**config.mk**
```make
export PLATFORM = sky130hd
export DESIGN_NAME = fifo
export DESIGN_NICKNAME = d
export VERILOG_FILES = /design/src/rtl/fifo.sv
export SDC_FILE = /design/constraint.sdc
export NUM_CORES = 1
export LEC_CHECK = 0
export CORE_MARGIN = 4
export CORE_UTILIZATION = 35
export CTS_BUF_LIST = sky130_fd_sc_hd__clkbuf_4
export DETAILED_ROUTE_END_ITERATION = 8
export PLACE_DENSITY_LB_ADDON = 0.15
export RECOVER_POWER = 50
export SYNTH_ARGS = -nofsm -noshare
export SYNTH_HDL_FRONTEND = slang
export SYNTH_SLANG_ARGS = --single-unit
export TNS_END_PERCENT = 20
```
**constraint.sdc**
```tcl
create_clock -name clk -period 5.6 [get_ports clk]
set_clock_uncertainty 0.1 [all_clocks]
set_input_delay 0.84 -clock clk [delete_from_list [all_inputs] [get_ports clk]]
set_output_delay 0.84 -clock clk [all_outputs]
set_load 0.05 [all_outputs]
```
**src/rtl/fifo.sv**
```systemverilog
`default_nettype none
// ============================================================================
//  Module   : fifo
//  Purpose  : Synchronous first-word-fall-through FIFO. Width is DBITS and
//             depth is 2**ABITS. The head entry is always visible on dout.
//             Status flags decode the registered occupancy count.
//  Revision : 1.0  initial release
// ============================================================================
module fifo #(
   parameter int DBITS = 8,
   parameter int ABITS = 4
) (
   input  logic             clk,
   input  logic             reset,
   input  logic             wr,
   input  logic             rd,
   input  logic [DBITS-1:0] din,
   output logic [DBITS-1:0] dout,
   output logic             full,
   output logic             empty,
   output logic             almost_full,
   output logic             almost_empty
);

   localparam int               DEPTH      = 2 ** ABITS;
   localparam logic [ABITS:0]   c_DEPTH    = (ABITS+1)'(DEPTH);
   localparam logic [ABITS:0]   c_ONE      = (ABITS+1)'(1);
   localparam logic [ABITS:0]   c_DEPTH_M1 = c_DEPTH - c_ONE;
   localparam logic [ABITS-1:0] c_PTR_ONE  = ABITS'(1);

   // Storage is intentionally left unreset; only pointers and count are cleared.
   logic [DBITS-1:0] r_mem [DEPTH];
   logic [ABITS-1:0] r_wr_ptr;
   logic [ABITS-1:0] r_rd_ptr;
   logic [ABITS:0]   r_count;

   logic             w_push;
   logic             w_pop;

   // When full, a simultaneous pop frees the slot at wr_ptr (== rd_ptr), so
   // the push is still allowed.
   assign w_push = wr && (!full || rd);
   assign w_pop  = rd && !empty;

   // Advance pointers and track occupancy.
   always_ff @(posedge clk or posedge reset) begin
      if (reset) begin
         r_wr_ptr <= '0;
         r_rd_ptr <= '0;
         r_count  <= '0;
      end else begin
         if (w_push) r_wr_ptr <= r_wr_ptr + c_PTR_ONE;
         if (w_pop)  r_rd_ptr <= r_rd_ptr + c_PTR_ONE;
         case ({w_push, w_pop})
            2'b10:   r_count <= r_count + c_ONE;
            2'b01:   r_count <= r_count - c_ONE;
            default: r_count <= r_count;
         endcase
      end
   end

   // Write the accepted entry into the slot addressed by the write pointer.
   always_ff @(posedge clk) begin
      if (w_push) r_mem[r_wr_ptr] <= din;
   end

   // Fall-through head and flag decodes come only from registered state.
   assign dout         = r_mem[r_rd_ptr];
   assign full         = (r_count == c_DEPTH);
   assign empty        = (r_count == '0);
   assign almost_full  = (r_count >= c_DEPTH_M1);
   assign almost_empty = (r_count <= c_ONE);

endmodule
`default_nettype wire

```
# --- Word-level counts from Yosys, hierarchy flattened ---
# Memory sizes are Yosys's and may differ from the RTL's.
# Index checks and enable logic that the tools add are counted.
word_totals:
  romBits: 0
  memories: 1
  word_cells: 23
  out_inout_bits: 12
  ff_bits: 13
  input_bits: 12
  mem_bits_rw: 128
  latchBits: 0
op_classes:
  muxes: 3
  bitwise_logic: 0
  reduce_logical: 7
  n_mul: 0
  div: 0
  order_cmp: 2
  shifts: 0
  eq_ne: 3
  add_sub_neg: 4
mem_list:
  columns: ["memory", "words", "word_bits", "read_ports", "rd_ports_with_merged_regs", "write_ports", "line", "rtl"]
  rows:
  - ["r_mem", 16, 8, 1, 0, 1, "32", "logic [DBITS-1:0] r_mem [DEPTH];"]
op_table:
  columns: ["operator", "count"]
  rows:
  - ["$pmux 5 s2", 1]
  - ["$add 4x1->4 const B", 2]
  - ["$add 5x1->5 const B", 1]
  - ["$eq 5x5->1 const B", 1]
  - ["$ge 5x4->1 const B", 1]
  - ["$le 5x1->1 const B", 1]
  - ["$logic_not 5->1", 1]
  - ["$sub 5x1->5 const B", 1]
  - ["$eq 2x1->1 const B", 1]
  - ["$eq 2x2->1 const B", 1]
  - ["$logic_and 1x1->1", 2]
  - ["$logic_not 1->1", 2]
  - ["$mux 1", 2]
  - ["$reduce_bool 2->1", 1]
  - ["$logic_or 1x1->1", 1]

# --- Logic depth before layout (Yosys ltp) ---
# Gate-level depths: netlist of the first run.
depth:
  depth_word: 6
  depth_mapped: 9
  depth_no_buf: 8

# --- Worst setup path before layout of the first run ---
# OpenSTA, ideal clock, no wires.
synth_path:
  path_type: "register -> register"
  from: "register r_count[0]"
  to: "register r_count[3]"
  path_slack_ns: 2.553
  t_required_ns: 5.421
  setup_ns: 0.079
  path_buffers: 1
  path_stages_with_launch: 10
  arrival_ns: 2.868
  cell_sequence: "dfrtp_1 > inv_1 > ha_1 > nor4b_2 > nor2_1 > ha_1 > clkbuf_1 > nand4b_1 > a21oi_1 > xor2_1"
synth_lines:
  columns: ["element", "line", "rtl"]
  rows:
  - ["from (decl)", "35", "logic [ABITS:0] r_count;"]
  - ["from (signal assigned)", "55", "2'b10: r_count <= r_count + c_ONE;"]
  - ["from (signal assigned)", "56", "2'b01: r_count <= r_count - c_ONE;"]
  - ["from (signal assigned)", "57", "default: r_count <= r_count;"]
  - ["$logic_not 5->1 *", "70", "assign empty = (r_count == '0);"]
  - ["named net empty", "20", "output logic empty,"]
  - ["$logic_not 1->1 *", "43", "assign w_pop = rd && !empty;"]
  - ["$logic_and 1x1->1 *", "43", null]
  - ["named net w_pop", "38", "logic w_pop;"]
  - ["$eq 2x1->1 / $eq 2x2->1 (equally long branches)", "54", "case ({w_push, w_pop})"]
  - ["$pmux 5 s2 / $reduce_bool 2->1 (equally long branches)", null, null]
# The timed path passes the listed nets; every way through them passes the cells marked *.
# A chain may end at the register's enable or synchronous reset.

# --- Final worst setup path of the first run ---
layout_path:
  from: "register r_rd_ptr[1]"
  to: "output port dout[0]"
layout_via:
  elab_chain_cells: 1
layout_rtl:
  columns: ["element", "line", "rtl"]
  rows:
  - ["from (decl)", "34", "logic [ABITS-1:0] r_rd_ptr;"]
  - ["from (signal assigned)", "53", "if (w_pop) r_rd_ptr <= r_rd_ptr + c_PTR_ONE;"]
  - ["$mem_v2 16x8", null, null]
  - ["to (decl)", "18", "output logic [DBITS-1:0] dout,"]
# No other way between the ends.

==> tab_implementation.tex, run 1 <==
\begin{tabular}{lr}
\hline
Metric & Value \\
\hline
\multicolumn{2}{l}{\textbf{CTS}} \\
\quad Number of buffers created by CTS & 17 \\
\quad Clock Root Buffer & sky130\_fd\_sc\_hd\_\_clkbuf\_4 \\
\quad CTS tree & done \\
\quad Bufs on Longest Clock Path & 2 \\
\quad Resized cells post-CTS & 0 \\
\quad Clock insertion delay at the later pin of the skew report & 0.52 ns \\
\quad CTS sink cnt & 141 \\
\quad Clock slew seen by the registers of the worst setup and hold paths & 0.11 ns \\
\quad \# hold bufs at CTS & 0 \\
\quad Post-CTS setup buffers & 0 \\
\quad H-tree depth reported by CTS & 4 \\
\multicolumn{2}{l}{\textbf{Critical path}} \\
\quad Crit path kind & register to primary output \\
\quad Kind of capture point of the worst setup path & primary output \\
\quad Req. time, crit path & 4.66 ns \\
\quad Critical Path AT & 3.36 ns \\
\quad Top fanout value on the critical path & 20 \\
\quad Startpoint class of the critical path & register \\
\multicolumn{2}{l}{\textbf{Placement}} \\
\quad Detailed placer's ending HPWL & 7910 um \\
\quad GP Congestion & 0.771 \\
\quad Number of port buffers & 23 \\
\multicolumn{2}{l}{\textbf{STA}} \\
\quad Final Hold Fails & 0 \\
\quad Setup-failing EPs final & 0 \\
\quad Final-report max-slew violation count & 0 \\
\quad Worst slew pin tran & 1.08 ns \\
\quad Fmax & 232 MHz \\
\quad Final critical-path required period & 4.30 ns \\
\quad Unrepaired setup endpoints after global routing & no \\
\quad Sum of negative setup slack & 0 ns \\
\quad Slew margin rel. & 0.275 \\
\quad Crit share post-route & 0.769 \\
\multicolumn{2}{l}{\textbf{Detailed routing}} \\
\quad Total routed wirelength & 12000 um \\
\quad Final routed wire length divided by cell count & 20.4 um \\
\quad Detailed-router iteration count before antenna repair & 4 \\
\quad Number of DRC markers in iteration 0 & 250 \\
\quad Vias per cell & 4.93 \\
\quad Residual antenna-violating net count after detailed routing & 0 \\
\quad DR DRC count & 0 \\
\quad Routed vias & 2901 \\
\multicolumn{2}{l}{\textbf{Global routing}} \\
\quad Via count of the first global-routing pass & 3024 \\
\quad Gr usage total & 0.137 \\
\quad Total congestion overflow after global routing & 0 \\
\quad Pin count of the biggest net entering global routing & 23 \\
\quad Antenna violations before repair & 0 \\
\quad Wire length of the first global-routing pass & 18300 um \\
\multicolumn{2}{l}{\textbf{Logic synthesis}} \\
\quad Number of distinct library cells after synthesis & 36 \\
\quad Number of warnings reported in the yosys synthesis log & 0 \\
\quad Post-synthesis area per instance & 17.6 um\^{}2 \\
\quad Count of flip-flops with a built-in enable after synthesis & 128 \\
\quad Synth Instances & 332 \\
\quad Combined area of all synthesized cells & 0.00584 mm\^{}2 \\
\quad Post-synthesis register bit count & 141 \\
\quad Synthesized Nets & 355 \\
\quad Share of the yosys chip area belonging to registers & 0.714 \\
\quad Most frequently used flop master after synthesis & sky130\_fd\_sc\_hd\_\_edfxtp\_1 \\
\quad Async SR Flop Fraction & 0.0922 \\
\multicolumn{2}{l}{\textbf{Pwr}} \\
\quad Net switching share of the total power & 0.389 \\
\quad Switching Power & 0.00129 W \\
\quad Power density normalized to cell area & 513 mW/mm\^{}2 \\
\quad Power share of the clock group & 0.175 \\
\quad Sequential group share of total power & 0.436 \\
\quad Internal power component & 0.00202 W \\
\quad Relative contribution of combinational cells to total power & 0.389 \\
\quad Total leakage power & 2.20 nW \\
\quad Total power after layout & 0.00331 W \\
\quad Maximum ir drop on the vdd rail & 0.000260 V \\
\multicolumn{2}{l}{\textbf{Cells and area}} \\
\quad Filler Cell Count & 1497 \\
\quad Multi-input logic area & 0.00149 mm\^{}2 \\
\quad Synth-to-Final Area Change & 10.6\% \\
\quad Nets & 382 \\
\quad Diodes inserted & 0 \\
\quad Register area & 0.00417 mm\^{}2 \\
\quad Share of layout cells above drive strength 1 & 0.145 \\
\multicolumn{2}{l}{\textbf{Floorplanning}} \\
\quad Die extent in y & 137 um \\
\quad Num ports & 24 \\
\quad Area of the core region & 0.0161 mm\^{}2 \\
\quad Row cnt & 46 \\
\quad Die Area & 0.0188 mm\^{}2 \\
\quad Horizontal die dimension & 137 um \\
\quad Initial standard-cell utilization of the core & 0.362 \\
\multicolumn{2}{l}{\textbf{Min path}} \\
\quad Hold crit path type & register to register \\
\multicolumn{2}{l}{\textbf{Run status}} \\
\quad Outcome & complete, no violations \\
\multicolumn{2}{l}{\textbf{Job}} \\
\quad \# Max-Cap Violations & 0 \\
\hline
\end{tabular}
==> through the flow <==
stage,std cells,setup slack (ns),hold WS (ns),area (um^2),util
2_1_floorplan,332,2.55,0.413,5840,-
3_3_place_gp,556,1.86,0.482,6240,0.387
3_5_place_dp,556,1.86,0.482,6240,0.387
4_1_cts,588,1.24,0.500,6480,0.402
5_1_grt,588,1.08,0.514,6460,0.401
6_report,588,1.30,0.484,6460,0.401
==> state kept, by name, summed over array words and instances, names as in the netlist <==
name,flops
r_rd_ptr,4
r_count,5
r_mem,128
r_wr_ptr,4
==> power groups by stage <==
stage          Combinational, W  Sequential [W]  Clock, W
3_3_place_gp            0.00131         0.00147         0
4_1_cts                 0.00132         0.00145  0.000598
6_report                0.00129         0.00144  0.000579
5_1_grt                 0.00139         0.00147  0.000639
2_1_floorplan           0.00106         0.00136         0
3_5_place_dp            0.00131         0.00148         0
==> cell families (layout without fill, tap and decap cells) <==
kind of cell / Yosys count / count (layout) / share of synthesized area
buf+inv: 28 / 68 / 0.0298
xor+xnor: 10 / 10 / 0.0150
simple gates: 52 / 52 / 0.0422
mux: 50 / 50 / 0.120
fa+ha+maj: 11 / 11 / 0.0236
compound gates: 40 / 40 / 0.0547
flops: 141 / 141 / 0.714
==> area by class of cell <==
class	count	area share
multi-input cells	163	0.230
well taps	216	0.0419
flip-flops and latches	141	0.646
clock inverters	10	0.0116
repair buffers	26	0.0391
inverters	10	0.00581
clock buffers	22	0.0256
==> cell usage after synthesis (2+ instances only) <==
cell	number	area share
sky130_fd_sc_hd__edfxtp_1	128	0.66
sky130_fd_sc_hd__mux2i_1	33	0.057
sky130_fd_sc_hd__nor2_1	18	0.012
sky130_fd_sc_hd__nand2_1	17	0.011
sky130_fd_sc_hd__mux4_2	16	0.062
sky130_fd_sc_hd__a221oi_1	15	0.023
sky130_fd_sc_hd__dfrtp_1	13	0.056
sky130_fd_sc_hd__ha_1	11	0.024
sky130_fd_sc_hd__inv_1	10	0.0064
sky130_fd_sc_hd__o21ai_0	10	0.0086
sky130_fd_sc_hd__a22oi_1	8	0.010
sky130_fd_sc_hd__buf_6	7	0.014
sky130_fd_sc_hd__xnor2_1	7	0.011
sky130_fd_sc_hd__clkbuf_1	5	0.0032
sky130_fd_sc_hd__buf_4	4	0.0051
sky130_fd_sc_hd__nor3_1	4	0.0034
sky130_fd_sc_hd__xor2_1	3	0.0045
sky130_fd_sc_hd__a21oi_1	2	0.0017
sky130_fd_sc_hd__and3_1	2	0.0021
sky130_fd_sc_hd__nand2b_1	2	0.0021
sky130_fd_sc_hd__nand4_1	2	0.0021
==> path summary, 6_finish.rpt <==
path	startpoint	end	slack, ns	cells past startpoint
min reg2reg	r_count[3]	r_count[3]	0.48	1
min	r_count[3]	r_count[3]	0.48	1
max reg2reg	r_count[0]	r_mem[15][2]	2.48	5
min in group asynchronous	reset	r_count[4]	0.70	2
max in group asynchronous	reset	r_rd_ptr[0]	4.29	2
max	r_rd_ptr[1]	dout[0]	1.30	6
==> worst max-delay path: stages, from the launching register on <==
cell and delay (ns):
sky130_fd_sc_hd__dfrtp_1 0.93, sky130_fd_sc_hd__nor2b_1 0.10, sky130_fd_sc_hd__buf_4 0.23, sky130_fd_sc_hd__a221oi_1 0.49, sky130_fd_sc_hd__o21ai_0 0.18, sky130_fd_sc_hd__nand2_1 0.10, sky130_fd_sc_hd__clkdlybuf4s50_1 0.81
==> layout by cell type, fill, tap and decap left out, types with 3 or more instances in the layout <==
cell,instances
sky130_fd_sc_hd__edfxtp_1,128
sky130_fd_sc_hd__mux2i_1,33
sky130_fd_sc_hd__clkbuf_4,22
sky130_fd_sc_hd__nor2_1,18
sky130_fd_sc_hd__nand2_1,18
sky130_fd_sc_hd__mux4_2,16
sky130_fd_sc_hd__a221oi_1,15
sky130_fd_sc_hd__clkdlybuf4s50_1,14
sky130_fd_sc_hd__dfrtp_1,12
sky130_fd_sc_hd__ha_1,11
sky130_fd_sc_hd__inv_1,10
sky130_fd_sc_hd__o21ai_0,10
sky130_fd_sc_hd__dlygate4sd3_1,9
sky130_fd_sc_hd__a22oi_1,8
sky130_fd_sc_hd__xnor2_1,7
sky130_fd_sc_hd__nor3_2,4
sky130_fd_sc_hd__clkinv_1,4
sky130_fd_sc_hd__xor2_1,3
sky130_fd_sc_hd__clkinv_2,3
sky130_fd_sc_hd__buf_4,3
==> routing by layer <==
metal / GRT usage / part of all wire / up-vias
met4: 0.0416 / 0.012 / 0
li1: - / - / 1363
met5: 0 / 0 / -
met1: 0.196 / 0.47 / 1463
met2: 0.205 / 0.46 / 63
met3: 0.0346 / 0.051 / 12
Power figures use the tool's default switching activity.
==> run 2: changes to the inputs <==
==> constraint.sdc (replaced) <==
create_clock -name clk -period 3.65 [get_ports clk]
set_clock_uncertainty 0.1 [all_clocks]
set_input_delay 0.5475 -clock clk [delete_from_list [all_inputs] [get_ports clk]]
set_output_delay 0.5475 -clock clk [all_outputs]
set_load 0.05 [all_outputs]
==> run 2 against run 1 <==
  * Clock-buffer cell count fell by 5
  * First-iteration DRC count decreased by 3.2%
  * Register-to-register slack got worse by 1.8 ns
  * Global-route usage is 0.77 points higher
  * Sequential power rose by 51%
  * Setup slack got worse by 1.0 ns
  * Critical path type unchanged
==> tab_implementation.tex, run 2 (synthesis gave the netlist of run 1 again) <==
\begin{tabular}{lr}
\hline
Metric & Value \\
\hline
\multicolumn{2}{l}{\textbf{Detailed routing}} \\
\quad Residual antenna-violating net count after detailed routing & 0 (unchanged) \\
\quad DR DRC count & 0 (unchanged) \\
\quad Routed vias & 3004 (was 2901) \\
\quad Total routed wirelength & 12700 um (was 12000 um) \\
\quad Number of DRC markers in iteration 0 & 242 (was 250) \\
\quad Detailed-router iteration count before antenna repair & 5 (was 4) \\
\quad Vias per cell & 5.07 (was 4.93) \\
\quad Final routed wire length divided by cell count & 21.5 um (was 20.4 um) \\
\multicolumn{2}{l}{\textbf{Pwr}} \\
\quad Maximum ir drop on the vdd rail & 0.000316 V (was 0.000260 V) \\
\quad Total leakage power & 2.24 nW (was 2.20 nW) \\
\quad Power density normalized to cell area & 798 mW/mm\^{}2 (was 513 mW/mm\^{}2) \\
\multicolumn{2}{l}{\textbf{Floorplanning}} \\
\quad Horizontal die dimension & 137 um (unchanged) \\
\quad Die extent in y & 137 um (unchanged) \\
\quad Initial standard-cell utilization of the core & 0.362 (unchanged) \\
\quad Num ports & 24 (unchanged) \\
\quad Area of the core region & 0.0161 mm\^{}2 (unchanged) \\
\quad Die Area & 0.0188 mm\^{}2 (unchanged) \\
\quad Row cnt & 46 (unchanged) \\
\multicolumn{2}{l}{\textbf{Global routing}} \\
\quad Antenna violations before repair & 0 (unchanged) \\
\quad Total congestion overflow after global routing & 0 (unchanged) \\
\quad Pin count of the biggest net entering global routing & 20 (was 23) \\
\quad Via count of the first global-routing pass & 2898 (was 3024) \\
\quad Wire length of the first global-routing pass & 19000 um (was 18300 um) \\
\quad Gr usage total & 0.144 (was 0.137) \\
\multicolumn{2}{l}{\textbf{STA}} \\
\quad Setup-failing EPs final & 0 (unchanged) \\
\quad Worst slew pin tran & 0.827 ns (was 1.08 ns) \\
\quad Worst Setup Slack, final & 0.253 ns (was 1.30 ns) \\
\quad Sum of negative setup slack & 0 ns (unchanged) \\
\quad Final critical-path required period & 3.40 ns \\
\quad Slew margin rel. & 0.447 (was 0.275) \\
\quad Fmax & 294 MHz \\
\quad Crit share post-route & 0.931 \\
\quad Final-report max-slew violation count & 0 (unchanged) \\
\quad Post-Route Hold Slack & 0.399 ns (was 0.484 ns) \\
\quad Final Hold Fails & 0 (unchanged) \\
\quad Unrepaired setup endpoints after global routing & no (unchanged) \\
\multicolumn{2}{l}{\textbf{Cells and area}} \\
\quad Commonest cells after routing, fill and taps aside & sky130\_fd\_sc\_hd\_\_edfxtp\_1 (128), sky130\_fd\_sc\_hd\_\_mux2i\_1 (33), sky130\_fd\_sc\_hd\_\_nor2\_1 (18), sky130\_fd\_sc\_hd\_\_nand2\_1 (18), sky130\_fd\_sc\_hd\_\_clkbuf\_4 (17) (was sky130\_fd\_sc\_hd\_\_edfxtp\_1 (128), sky130\_fd\_sc\_hd\_\_mux2i\_1 (33), sky130\_fd\_sc\_hd\_\_clkbuf\_4 (22)) \\
\quad Register with the most flip-flops & r\_mem (unchanged) \\
\quad Synth-to-Final Area Change & 11.3\% (was 10.6\%) \\
\quad Diodes inserted & 0 (unchanged) \\
\quad Number of flip-flops under the largest register name & 128 (unchanged) \\
\quad Largest regs & r\_mem x128, r\_count x5 (unchanged) \\
\quad Share of layout cells above drive strength 1 & 0.172 (was 0.145) \\
\quad Nets & 387 (was 382) \\
\quad Final core area utilization & 0.403 (was 0.401) \\
\quad Commonest non-fill, non-tap cell in the layout & sky130\_fd\_sc\_hd\_\_edfxtp\_1 (unchanged) \\
\multicolumn{2}{l}{\textbf{Job}} \\
\quad \# Max-Cap Violations & 0 (unchanged) \\
\multicolumn{2}{l}{\textbf{Critical path}} \\
\quad Kind of capture point of the worst setup path & primary output (unchanged) \\
\quad Critical Path AT & 2.75 ns (was 3.36 ns) \\
\quad Top fanout value on the critical path & 19 (was 20) \\
\quad Crit path kind & register to primary output (unchanged) \\
\quad Req. time, crit path & 3.00 ns (was 4.66 ns) \\
\quad Startpoint class of the critical path & register (unchanged) \\
\multicolumn{2}{l}{\textbf{Placement}} \\
\quad GP Congestion & 0.808 (was 0.771) \\
\quad Number of port buffers & 23 (unchanged) \\
\quad Pre-CTS setup slack & 0.768 ns (was 1.86 ns) \\
\quad Detailed placer's ending HPWL & 8620 um (was 7910 um) \\
\multicolumn{2}{l}{\textbf{CTS}} \\
\quad Clock Root Buffer & sky130\_fd\_sc\_hd\_\_clkbuf\_4 (unchanged) \\
\quad \# hold bufs at CTS & 0 (unchanged) \\
\quad Clock slew seen by the registers of the worst setup and hold paths & 0.12 ns (was 0.11 ns) \\
\quad Post-CTS setup buffers & 0 (unchanged) \\
\quad Clock insertion delay at the later pin of the skew report & 0.53 ns (was 0.52 ns) \\
\quad CTS sink cnt & 141 (unchanged) \\
\quad Resized cells post-CTS & 0 (unchanged) \\
\quad Number of buffers created by CTS & 17 (unchanged) \\
\quad CTS tree & done (unchanged) \\
\quad H-tree depth reported by CTS & 4 (unchanged) \\
\quad Bufs on Longest Clock Path & 2 (unchanged) \\
\multicolumn{2}{l}{\textbf{Min path}} \\
\quad Hold crit path type & primary input to async pin (was register to register) \\
\multicolumn{2}{l}{\textbf{Run status}} \\
\quad Outcome & complete, no violations (unchanged) \\
\hline
\end{tabular}
run 2: per-stage QoR:
stage | cells | power [W] | cell area (um^2)
6_report | 593 | 0.00519 | 6500
5_1_grt | 593 | 0.00546 | 6500
4_1_cts | 593 | 0.00526 | 6520
3_5_place_dp | 561 | 0.00427 | 6240
3_3_place_gp | 561 | 0.00427 | 6240
2_1_floorplan | 332 | 0.00371 | 5840
run 2: final timing paths:
kind                              from  slack, ns            to  cells after the start
hold reg to reg             r_count[3]       0.47    r_count[3]                      1
min in group clk            r_count[3]       0.47    r_count[3]                      1
setup reg to reg            r_count[0]       0.71  r_mem[11][6]                      5
setup / recovery           r_rd_ptr[0]       0.25       dout[6]                      5
max in group asynchronous        reset       2.63   r_rd_ptr[0]                      2
hold / removal                   reset       0.40   r_wr_ptr[1]                      2
run 2: power breakdown:
part,switching (W),internal [W],leakage [nW]
logic,0.00126,0.000739,0.784
clock network,0.000544,0.000460,0.149
registers,0.000200,0.00198,1.31
run 2: layout make-up:
cell class              instances  area (um^2)
flip-flops and latches        141         4170
repair buffers                 31          270
fillers                      1473         9620
well taps                     216          270
clock buffers                  17          128
clock inverters                15          154
inverters                      10         37.5
multi-input cells             163         1470
run 2: critical path, cell delays in order, from the launching register on:
cell and delay (ns):
sky130_fd_sc_hd__dfrtp_2 0.67, sky130_fd_sc_hd__buf_4 0.44, sky130_fd_sc_hd__mux4_2 0.61, sky130_fd_sc_hd__a22oi_1 0.17
sky130_fd_sc_hd__nand2_1 0.11, sky130_fd_sc_hd__buf_4 0.20
run 2: per-layer routing:
| layer | part of all wire | track usage | up-vias |
|---|---|---|---|
| met5 | 0 | 0 | - |
| met4 | 0.019 | 0.0554 | 0 |
| met3 | 0.052 | 0.0335 | 15 |
| met2 | 0.47 | 0.215 | 85 |
| met1 | 0.46 | 0.206 | 1536 |
| li1 | - | - | 1368 |
==> run 3: changes to the inputs <==
--- a/config.mk
+++ b/config.mk
@@ -9,6 +9,7 @@
 export CORE_UTILIZATION = 35
 export CTS_BUF_LIST = sky130_fd_sc_hd__clkbuf_4
 export DETAILED_ROUTE_END_ITERATION = 8
+export HOLD_SLACK_MARGIN = 0.05
 export PLACE_DENSITY_LB_ADDON = 0.15
 export RECOVER_POWER = 50
 export SYNTH_ARGS = -nofsm -noshare
==> results of run 3 <==
Same layout as run 2: the final DEF is identical, and so are final timing and power.
